--- src/rtl/snoop_bus_pkg.sv ---
`default_nettype none
// ============================================================================
// Module   : snoop_bus_pkg
// Brief    : Shared constants for the MSI snooping bus arbiter: bus op codes,
//            controller state encoding and default widths.
// Revision : 1.0 - initial release
// ============================================================================
package snoop_bus_pkg;

    localparam int NPROC_DEF  = 3;
    localparam int TAG_W_DEF  = 5;
    localparam int DATA_W_DEF = 7;

    typedef logic [1:0] bus_op_t;

    localparam bus_op_t BUS_NONE       = 2'b00;
    localparam bus_op_t BUS_READ_MISS  = 2'b01;
    localparam bus_op_t BUS_WRITE_MISS = 2'b10;
    localparam bus_op_t BUS_INVALIDATE = 2'b11;

    localparam logic [2:0] ST_IDLE  = 3'd0;
    localparam logic [2:0] ST_BCAST = 3'd1;
    localparam logic [2:0] ST_SNOOP = 3'd2;
    localparam logic [2:0] ST_WB    = 3'd3;
    localparam logic [2:0] ST_MEM   = 3'd4;
    localparam logic [2:0] ST_DONE  = 3'd5;

    // An asserted request line carrying op 00 is not a bus request.
    function automatic logic is_bus_op(input bus_op_t op);
        return op != BUS_NONE;
    endfunction

endpackage
`default_nettype wire

--- src/rtl/snoop_bus_arbiter_rr_picker.sv ---
`default_nettype none
// ============================================================================
// Module   : rr_picker
// Brief    : Combinational round-robin picker. Returns the first set bit of
//            VALID scanning upward from PRIO (mod N) as one-hot and index.
// Revision : 1.0 - initial release
// ============================================================================
module rr_picker #(
    parameter int N     = 3,
    parameter int IDX_W = (N > 1) ? $clog2(N) : 1
) (
    input  logic [N-1:0]     valid,
    input  logic [IDX_W-1:0] prio,
    output logic [N-1:0]     onehot,
    output logic [IDX_W-1:0] idx
);

    always_comb begin
        logic found;
        int   pos;
        onehot = '0;
        idx    = '0;
        found  = 1'b0;
        pos    = 0;
        for (int k = 0; k < N; k++) begin
            pos = (int'(prio) + k) % N;
            if (!found && valid[pos]) begin
                found       = 1'b1;
                onehot[pos] = 1'b1;
                idx         = IDX_W'(pos);
            end
        end
    end

endmodule
`default_nettype wire

--- src/rtl/snoop_bus_arbiter.sv ---
`default_nettype none
// ============================================================================
// Module   : snoop_bus_arbiter
// Brief    : Round-robin owner of the MSI snooping bus: broadcasts the winning
//            miss/invalidate, sequences owner writeback and memory access, and
//            returns fill data with a completion pulse.
//            Build option SNOOP_WB_FORWARD_EN forwards writeback data straight
//            to the requester instead of re-reading memory.
// Revision : 1.0 - initial release
// ============================================================================
module snoop_bus_arbiter
    import snoop_bus_pkg::*;
#(
    parameter int NPROC  = NPROC_DEF,
    parameter int TAG_W  = TAG_W_DEF,
    parameter int DATA_W = DATA_W_DEF
) (
    input  logic                    clock,
    input  logic                    reset,
    input  logic [NPROC-1:0]        Req,
    input  logic [2*NPROC-1:0]      ReqOp,
    input  logic [TAG_W*NPROC-1:0]  ReqTag,
    input  logic [NPROC-1:0]        SnoopHit,
    input  logic [DATA_W*NPROC-1:0] WbData,
    input  logic [DATA_W-1:0]       MemRData,
    input  logic                    MemReady,
    output logic [NPROC-1:0]        Grant,
    output logic                    BusValid,
    output logic [1:0]              BusOp,
    output logic [TAG_W-1:0]        BusTag,
    output logic                    MemRe,
    output logic                    MemWe,
    output logic [TAG_W-1:0]        MemTag,
    output logic [DATA_W-1:0]       MemWData,
    output logic [DATA_W-1:0]       FillData,
    output logic [NPROC-1:0]        Done,
    output logic                    Next
);

    localparam int IDX_W = (NPROC > 1) ? $clog2(NPROC) : 1;
    localparam logic [IDX_W-1:0] LAST_IDX = IDX_W'(NPROC - 1);
    localparam logic [IDX_W-1:0] ZERO_IDX = '0;

    logic [2:0]        state_q,   state_d;
    logic [IDX_W-1:0]  prio_q,    prio_d;
    logic [NPROC-1:0]  win_oh_q,  win_oh_d;
    logic [IDX_W-1:0]  win_idx_q, win_idx_d;
    bus_op_t           op_q,      op_d;
    logic [TAG_W-1:0]  tag_q,     tag_d;
    logic [DATA_W-1:0] wdata_q,   wdata_d;
    logic [DATA_W-1:0] fill_q,    fill_d;

    logic [NPROC-1:0]  req_valid;
    logic [NPROC-1:0]  arb_oh;
    logic [IDX_W-1:0]  arb_idx;
    logic [NPROC-1:0]  hit_masked;
    logic [NPROC-1:0]  own_oh;
    logic [IDX_W-1:0]  own_idx;

    generate
        for (genvar i = 0; i < NPROC; i++) begin : g_req_valid
            assign req_valid[i] = Req[i] && is_bus_op(ReqOp[2*i +: 2]);
        end
    endgenerate

    // The requester never snoops its own broadcast.
    assign hit_masked = SnoopHit & ~win_oh_q;

    rr_picker #(.N(NPROC), .IDX_W(IDX_W)) u_arb_pick (
        .valid  (req_valid),
        .prio   (prio_q),
        .onehot (arb_oh),
        .idx    (arb_idx)
    );

    // Same picker from index 0 yields the lowest-index M owner.
    rr_picker #(.N(NPROC), .IDX_W(IDX_W)) u_owner_pick (
        .valid  (hit_masked),
        .prio   (ZERO_IDX),
        .onehot (own_oh),
        .idx    (own_idx)
    );

    always_comb begin
        state_d   = state_q;
        prio_d    = prio_q;
        win_oh_d  = win_oh_q;
        win_idx_d = win_idx_q;
        op_d      = op_q;
        tag_d     = tag_q;
        wdata_d   = wdata_q;
        fill_d    = fill_q;
        case (state_q)
            ST_IDLE: begin
                if (|req_valid) begin
                    win_oh_d  = arb_oh;
                    win_idx_d = arb_idx;
                    op_d      = ReqOp[int'(arb_idx)*2 +: 2];
                    tag_d     = ReqTag[int'(arb_idx)*TAG_W +: TAG_W];
                    state_d   = ST_BCAST;
                end
            end
            ST_BCAST: state_d = ST_SNOOP;
            ST_SNOOP: begin
                if (op_q == BUS_INVALIDATE) begin
                    state_d = ST_DONE;
                end else if (|own_oh) begin
                    wdata_d = WbData[int'(own_idx)*DATA_W +: DATA_W];
                    state_d = ST_WB;
                end else begin
                    state_d = ST_MEM;
                end
            end
            ST_WB: begin
                if (MemReady) begin
`ifdef SNOOP_WB_FORWARD_EN
                    fill_d  = wdata_q;
                    state_d = ST_DONE;
`else
                    state_d = ST_MEM;
`endif
                end
            end
            ST_MEM: begin
                if (MemReady) begin
                    fill_d  = MemRData;
                    state_d = ST_DONE;
                end
            end
            ST_DONE: begin
                prio_d  = (win_idx_q == LAST_IDX) ? ZERO_IDX : win_idx_q + 1'b1;
                state_d = ST_IDLE;
            end
            default: state_d = ST_IDLE;
        endcase
    end

    always_ff @(posedge clock or posedge reset) begin
        if (reset) begin
            state_q   <= ST_IDLE;
            prio_q    <= '0;
            win_oh_q  <= '0;
            win_idx_q <= '0;
            op_q      <= BUS_NONE;
            tag_q     <= '0;
            wdata_q   <= '0;
            fill_q    <= '0;
        end else begin
            state_q   <= state_d;
            prio_q    <= prio_d;
            win_oh_q  <= win_oh_d;
            win_idx_q <= win_idx_d;
            op_q      <= op_d;
            tag_q     <= tag_d;
            wdata_q   <= wdata_d;
            fill_q    <= fill_d;
        end
    end

    // Moore decode: every output is a function of registered state only.
    logic busy;
    assign busy     = (state_q != ST_IDLE);
    assign Grant    = busy ? win_oh_q : '0;
    assign BusValid = (state_q == ST_BCAST);
    assign BusOp    = busy ? op_q  : BUS_NONE;
    assign BusTag   = busy ? tag_q : '0;
    assign MemWe    = (state_q == ST_WB);
    assign MemRe    = (state_q == ST_MEM);
    assign MemTag   = (MemWe || MemRe) ? tag_q : '0;
    assign MemWData = MemWe ? wdata_q : '0;
    assign FillData = fill_q;
    assign Done     = (state_q == ST_DONE) ? win_oh_q : '0;
    assign Next     = (state_q == ST_DONE);

endmodule
`default_nettype wire

--- config.mk ---
export PLATFORM = sky130hd
export DESIGN_NAME = snoop_bus_arbiter
export DESIGN_NICKNAME = d
export VERILOG_FILES = /design/src/rtl/snoop_bus_pkg.sv /design/src/rtl/snoop_bus_arbiter_rr_picker.sv /design/src/rtl/snoop_bus_arbiter.sv
export SDC_FILE = /design/constraint.sdc
export NUM_CORES = 1
export LEC_CHECK = 0
export CAP_MARGIN = 20
export CORE_MARGIN = 10
export CORE_UTILIZATION = 39
export DETAILED_ROUTE_END_ITERATION = 6
export PLACE_DENSITY_LB_ADDON = 0.12
export SLEW_MARGIN = 20
export SYNTH_ARGS = -nofsm -noshare
export SYNTH_HDL_FRONTEND = slang
export SYNTH_SLANG_ARGS = --single-unit
--- constraint.sdc ---
create_clock -name clock -period 1.9 [get_ports clock]
set_input_delay 0.285 -clock clock [delete_from_list [all_inputs] [get_ports clock]]
set_output_delay 0.285 -clock clock [all_outputs]
set_load 0.02 [all_outputs]
==> results of run 1 <==
[layout make-up]
class	count	area (um^2)
Clock buffer	6	82.6
Clock inverter	2	35.0
Fill cell	451	1660
Inverter	7	26.3
Multi-Input combinational cell	183	1420
Sequential cell	31	777
Tap cell	72	90.1
Timing Repair Buffer	153	1350
[placed cells by master, fill, tap and decap left out, types with 4 or more instances in the layout]
cell             netlist  routed
nor2_1                13      13
o21ai_0               13       6
a21oi_1               12      10
nand2b_1               5       5
dlygate4sd2_1          0       5
o21ai_1                5       8
nand2_1               19      18
mux2_2                12      12
clkbuf_2               0      10
buf_6                  1       4
nor2b_1                7       7
o21ai_2                2       6
inv_1                  7       7
and2_1                22      20
clkbuf_8               0       6
clkdlybuf4s50_1        0      64
buf_12                 0       4
dfrtp_1               31      30
mux2i_1               11      11
a2bb2oi_1              4       4
buf_2                  6       8
a221oi_2               0       4
buf_4                  3      54
[worst max-delay path by stage]
| stage | startpoint | to | slack (ns) | cells past startpoint |
|---|---|---|---|---|
| 5_1_grt | prio_q[1]$_DFFE_PP0P_ | tag_q[4]$_DFFE_PP0P_ | -0.08 | 7 |
| 2_1_floorplan | prio_q[0]$_DFFE_PP0P_ | op_q[0]$_DFFE_PP0P_ | 0.03 | 9 |
| 3_3_place_gp | ReqOp[5] | win_oh_q[2]$_DFFE_PP0P_ | -0.1 | 7 |
| 3_5_place_dp | ReqOp[5] | win_oh_q[2]$_DFFE_PP0P_ | -0.13 | 7 |
| 6_report | prio_q[1]$_DFFE_PP0P_ | tag_q[4]$_DFFE_PP0P_ | 0.03 | 7 |
| 4_1_cts | state_q[2]$_DFFE_PP0P_ | BusOp[1] | -0.09 | 4 |
[power groups by stage]
| stage | sequential, uW | clock (uW) | combinational [uW] |
|---|---|---|---|
| 2_1_floorplan | 1220 | 0 | 1760 |
| 3_3_place_gp | 1190 | 0 | 3200 |
| 3_5_place_dp | 1210 | 0 | 3230 |
| 4_1_cts | 1200 | 694 | 3170 |
| 5_1_grt | 1250 | 728 | 3760 |
| 6_report | 1210 | 676 | 3480 |
[per-layer routing]
metal | routed length, um | global-route usage [%] | share of wire [%]
met1 | 2840 | 16.7 | 40
met2 | 3800 | 26.5 | 54
met3 | 350 | 3.33 | 4.9
met4 | 91 | 5.99 | 1.3
met5 | 0 | 0 | 0
[cell families after synthesis]
family	Yosys count
multiplexers	25
AND/OR/NAND/NOR	92
adder cells (fa/ha/maj)	4
AO/OA/AOI/OAI	61
flip-flops	31
buffers and inverters	21
[critical path, cell delays in order, from the launching register on]
cell and delay (ns):
dfrtp_1 0.41, buf_6 0.14, ha_4 0.25, buf_4 0.13, a211o_4 0.32, and3_4 0.18, a221oi_2 0.20, o21ai_1 0.11
[state kept, by name (all words and copies together) (netlist names)]
signal	count
FillData	7
op_q	2
prio_q	2
state_q	3
tag_q	5
wdata_q	7
win_idx_q	2
win_oh_q	3
[through the flow]
step                      cell area (um^2)  std cells  hold WS (ns)
after floorplan                       2170        234         0.389
after global placement                3520        433         0.467
after detailed placement              3520        433         0.488
after CTS                             3640        444         0.394
after global routing                  3780        454         0.408
final                                 3780        454         0.376
[repair_timing]
action / in CTS / in global routing
hold endpoints to repair: 0 / 0
buffers inserted: 2 / 10
resized for setup: 64 / 64
setup endpoints to repair: 38 / 34
hold buffers: 0 / 0
gates cloned: 1 / 0
pin swaps: 2 / 16
==> metrics, run 1 <==
largest net degree at the start of global routing=32; Core Region=0.00544 mm^2; Initial Utilization=39.9%; min Tclk post-route=1.87 ns; antenna-violating nets left=0; status=finished, final reports clean; die span in y=94.6 um; Pwr Total=5370 uW; power density cells=1420 mW/mm^2; Synth Area in XOR/XNOR=0%; P_sw=2150 uW; htree depth=2; Netlist cell types=54; Inserted Clock Buffers=5; clk root buf=clkbuf_8; final count of hold timing violations=0; Leak Pwr=0.00167 uW; period utilisation layout=98.4%; Max Transition Viols Final=0; RSZ-0062 raised after global routing=yes; Reg power frac=22.6%; nets=443; DR WL/cell=15.6 um; Area growth syn-to-layout=74.4%; CP Max Fanout=6; Fmax=535 MHz; CTS tree=yes; Seq cells post-synth=31; proportion of layout cells with a drive suffix above 1=35.3%; Reg2Reg Launch Point=prio_q[1]$_DFFE_PP0P_; CP startpoint kind=flip-flop; top-area cell type share of the netlist area=35.8%; sequential share of the synthesized area=35.8%; clock sink total=31; CP arrival=2.03 ns; Via density=4.98; Worst R2R Path Depth=7; final setup violation count=0; clk buf depth=2; async set-or-reset flop fraction in the synthesized netlist=100%; worst reg2reg endpoint=tag_q[4]$_DFFE_PP0P_; cell count after synthesis=234; Max Clock Skew=0.00929 ns; DRC marker count from the first detailed-route iteration=59; Hold Path Class=input pin to async pin; largest family of logic cells by synthesized area=simple AND/OR/NAND/NOR gates; DRC viols=0; slew margin rel.=72.6%; Syn Nets=296; Final Util=69.5%; die footprint=0.00894 mm^2; detailed placement HPWL=5.41 mm; Final Wtd Congestion=0.823; worst setup path class=flip-flop to flip-flop; total grt overflow=0; GRT Total Usage=14.8%; ranking of synthesized cells by area=dfrtp_1, and2_1, mux2_2; Avg Cell Area, Syn=9.27 um^2; Required @ worst endpoint=2.06 ns; I/O pin count=94; number of synthesized flops with an enable pin=0; Reg clk slew, reported paths=0.07 ns; mux cell area share after synthesis=12.3%; Net Sw Frac=40.0%; clk_lat worst skew=0.29 ns; Mapped Area=0.00217 mm^2; cell internal pwr=3220 uW; post-synthesis adder-cell area fraction=2.31%; First-pass DRT Iterations=4; first-pass GRT wire length=10.8 mm; Chip Width=94.6 um; clock network fraction of total power=12.6%; Routed Wire Length=7.08 mm; pre-CTS setup slack=-0.134 ns; via count=2259; CP Capture Type=flip-flop; combinational power share=64.8%; Post-Synth Simple-Gate Area=24.7%; initial antenna violation count=0; max cap viols=0; Worst VDD drop=705 uV; vias in the first global route=2198; I/O Buffers=93; post-synth top area cell=dfrtp_1; final worst setup slack=0.0297 ns; reg2reg setup slack=0.03 ns; setup TNS=0 ns; Ys Warns=0; # rows=27; worst slew pin tran=0.411 ns; top_reg_cell synth=dfrtp_1; Synth Area in Compound Gates=20.0%; ant diodes=0; count leader, synth=dfrtp_1; Commonest cells post-synth=dfrtp_1, and2_1, nand2_1
Note: power is estimated with default switching activity, not from simulation.
==> run 2, diff against run 1 <==
--- a/config.mk
+++ b/config.mk
@@ -7,8 +7,9 @@
 export LEC_CHECK = 0
 export CAP_MARGIN = 20
 export CORE_MARGIN = 10
-export CORE_UTILIZATION = 39
+export CORE_UTILIZATION = 46
 export DETAILED_ROUTE_END_ITERATION = 6
+export HOLD_SLACK_MARGIN = 0.15
 export PLACE_DENSITY_LB_ADDON = 0.12
 export SLEW_MARGIN = 20
 export SYNTH_ARGS = -nofsm -noshare
==> constraint.sdc (replaced) <==
create_clock -name clock -period 2.4 [get_ports clock]
set_input_delay 0.36 -clock clock [delete_from_list [all_inputs] [get_ports clock]]
set_output_delay 0.36 -clock clock [all_outputs]
set_load 0.02 [all_outputs]
==> run 2 against run 1 <==
Combinational power decreased by 36%. Via count is 6.5% lower. Non-clock buffer count shrank 54. Wire length fell by 12%. Critical path depth decreased by 3. Clock-buffer cell count unchanged. Global-route usage increased by 1.1 points. Clock skew is 0.0059 ns lower. Cell area decreased by 14%. Die area down 12%. Worst setup slack gained 0.084 ns.
==> metrics, run 2 (synthesis results as in run 1) <==
status=finished, final reports clean; Via density=5.57; slew margin rel.=67.0%; clk root buf=clkbuf_8; worst slew pin tran=0.493 ns; period utilisation layout=95.3%; Routed Wire Length=6.24 mm; ant diodes=0; I/O Buffers=93; Fmax=437 MHz; worst hold margin=0.457 ns; # rows=24; total grt overflow=0; CP Capture Type=output pin; Area growth syn-to-layout=50.1%; First-pass DRT Iterations=4; nets=388; Core Region=0.00444 mm^2; final setup violation count=0; Reg power frac=25.7%; post-CTS resize count=0; most common cell after layout, fill and taps aside=clkdlybuf4s50_1; Initial Utilization=48.8%; via count=2112; clock sink total=31; initial antenna violation count=0; RSZ-0062 raised after global routing=no; worst setup path class=flip-flop to output pin; Max Transition Viols Final=0; number of post-CTS setup repair buffers=0; hold buffers post-CTS=0; Final Wtd Congestion=0.919; Critical Path Source=state_q[1]$_DFFE_PP0P_; clock network fraction of total power=14.4%; commonest non-fill, non-tap cells in the layout=clkdlybuf4s50_1, dfrtp_1, and2_1; Worst R2R Path Depth=7; DRC viols=0; Worst VDD drop=568 uV; clk_lat worst skew=0.28 ns; CTS tree=yes; die span in y=88.7 um; Chip Width=88.7 um; Hold Path Class=input pin to async pin; largest net degree at the start of global routing=32; Leak Pwr=0.00134 uW; first-pass GRT wire length=10.3 mm; Inserted Clock Buffers=5; combinational power share=59.9%; CP Cell Sequence=and3b_1, buf_4, and2_1, clkdlybuf4s50_1; min Tclk post-route=2.29 ns; vias in the first global route=2101; Max Clock Skew=0.00340 ns; Reg clk slew, reported paths=0.07 ns; antenna-violating nets left=0; CP arrival=1.93 ns; CP Max Fanout=10; P_sw=1510 uW; htree depth=2; clk buf depth=2; cell internal pwr=2210 uW; setup TNS=0 ns; Net Sw Frac=40.7%; GRT Total Usage=16.0%; max cap viols=0; DRC marker count from the first detailed-route iteration=87; detailed placement HPWL=4.93 mm; non-filler instance count after layout=379; pre-CTS setup slack=0.176 ns; DR WL/cell=16.5 um; Reg2Reg Launch Point=prio_q[0]$_DFFE_PP0P_; CP startpoint kind=flip-flop; final count of hold timing violations=0; die footprint=0.00786 mm^2; I/O pin count=94; proportion of layout cells with a drive suffix above 1=12.2%; power density cells=1140 mW/mm^2; Required @ worst endpoint=2.04 ns; CP max stage delay=0.61 ns; Pwr Total=3720 uW; Placed Cells=371; final worst setup slack=0.114 ns; CP max-delay cell=clkdlybuf4s50_1
==> run 2: stage by stage <==
step                util [%]  cell area, um^2
finish                  73.2             3250
global route            73.2             3250
CTS                     73.1             3250
detailed placement      70.4             3130
global placement        70.4             3130
floorplan                  -             2170
==> run 2: worst max-delay path, delay by kind of cell, from the launching register on <==
| family | cells | cell delay [ns] |
|---|---|---|
| DFF | 1 | 0.45 |
| and+or+nand+nor | 2 | 0.40 |
| buffers and inverters | 2 | 0.78 |
==> run 2: path summary, 6_finish.rpt <==
path	endpoint	slack, ns
setup / recovery	MemWData[3]	0.11
hold / removal	FillData[1]$_DFFE_PP0P_	0.46
setup reg to reg	tag_q[4]$_DFFE_PP0P_	0.26
hold reg to reg	FillData[4]$_DFFE_PP0P_	0.49
max in group asynchronous	state_q[1]$_DFFE_PP0P_	1.64
min in group clock	FillData[4]$_DFFE_PP0P_	0.49
==> run 2: per-layer routing <==
metal  track usage, %  routed length, um  share of wire (%)
met1             19.0               2670                 43
met5                0                  0                  0
met2             27.3               2990                 48
met3             3.95                522                8.4
met4             5.73                 67                1.1
==> run 2: final cells by class <==
cell class                 instances  area (um^2)
timing repair buffer              99          978
clock buffer                       6         82.6
clock inverter                     2         35.0
tap                               52         65.1
multi-input combinational        182         1290
sequential                        31          777
inverter                           7         26.3
fill                             343         1190
==> run 2: power groups by stage <==
stage	Clock (uW)	Combinational [uW]	Sequential, uW
floorplan	0	1390	966
global placement	0	2200	948
detailed placement	0	2230	963
CTS	547	2250	958
global route	567	2420	998
finish	535	2230	956
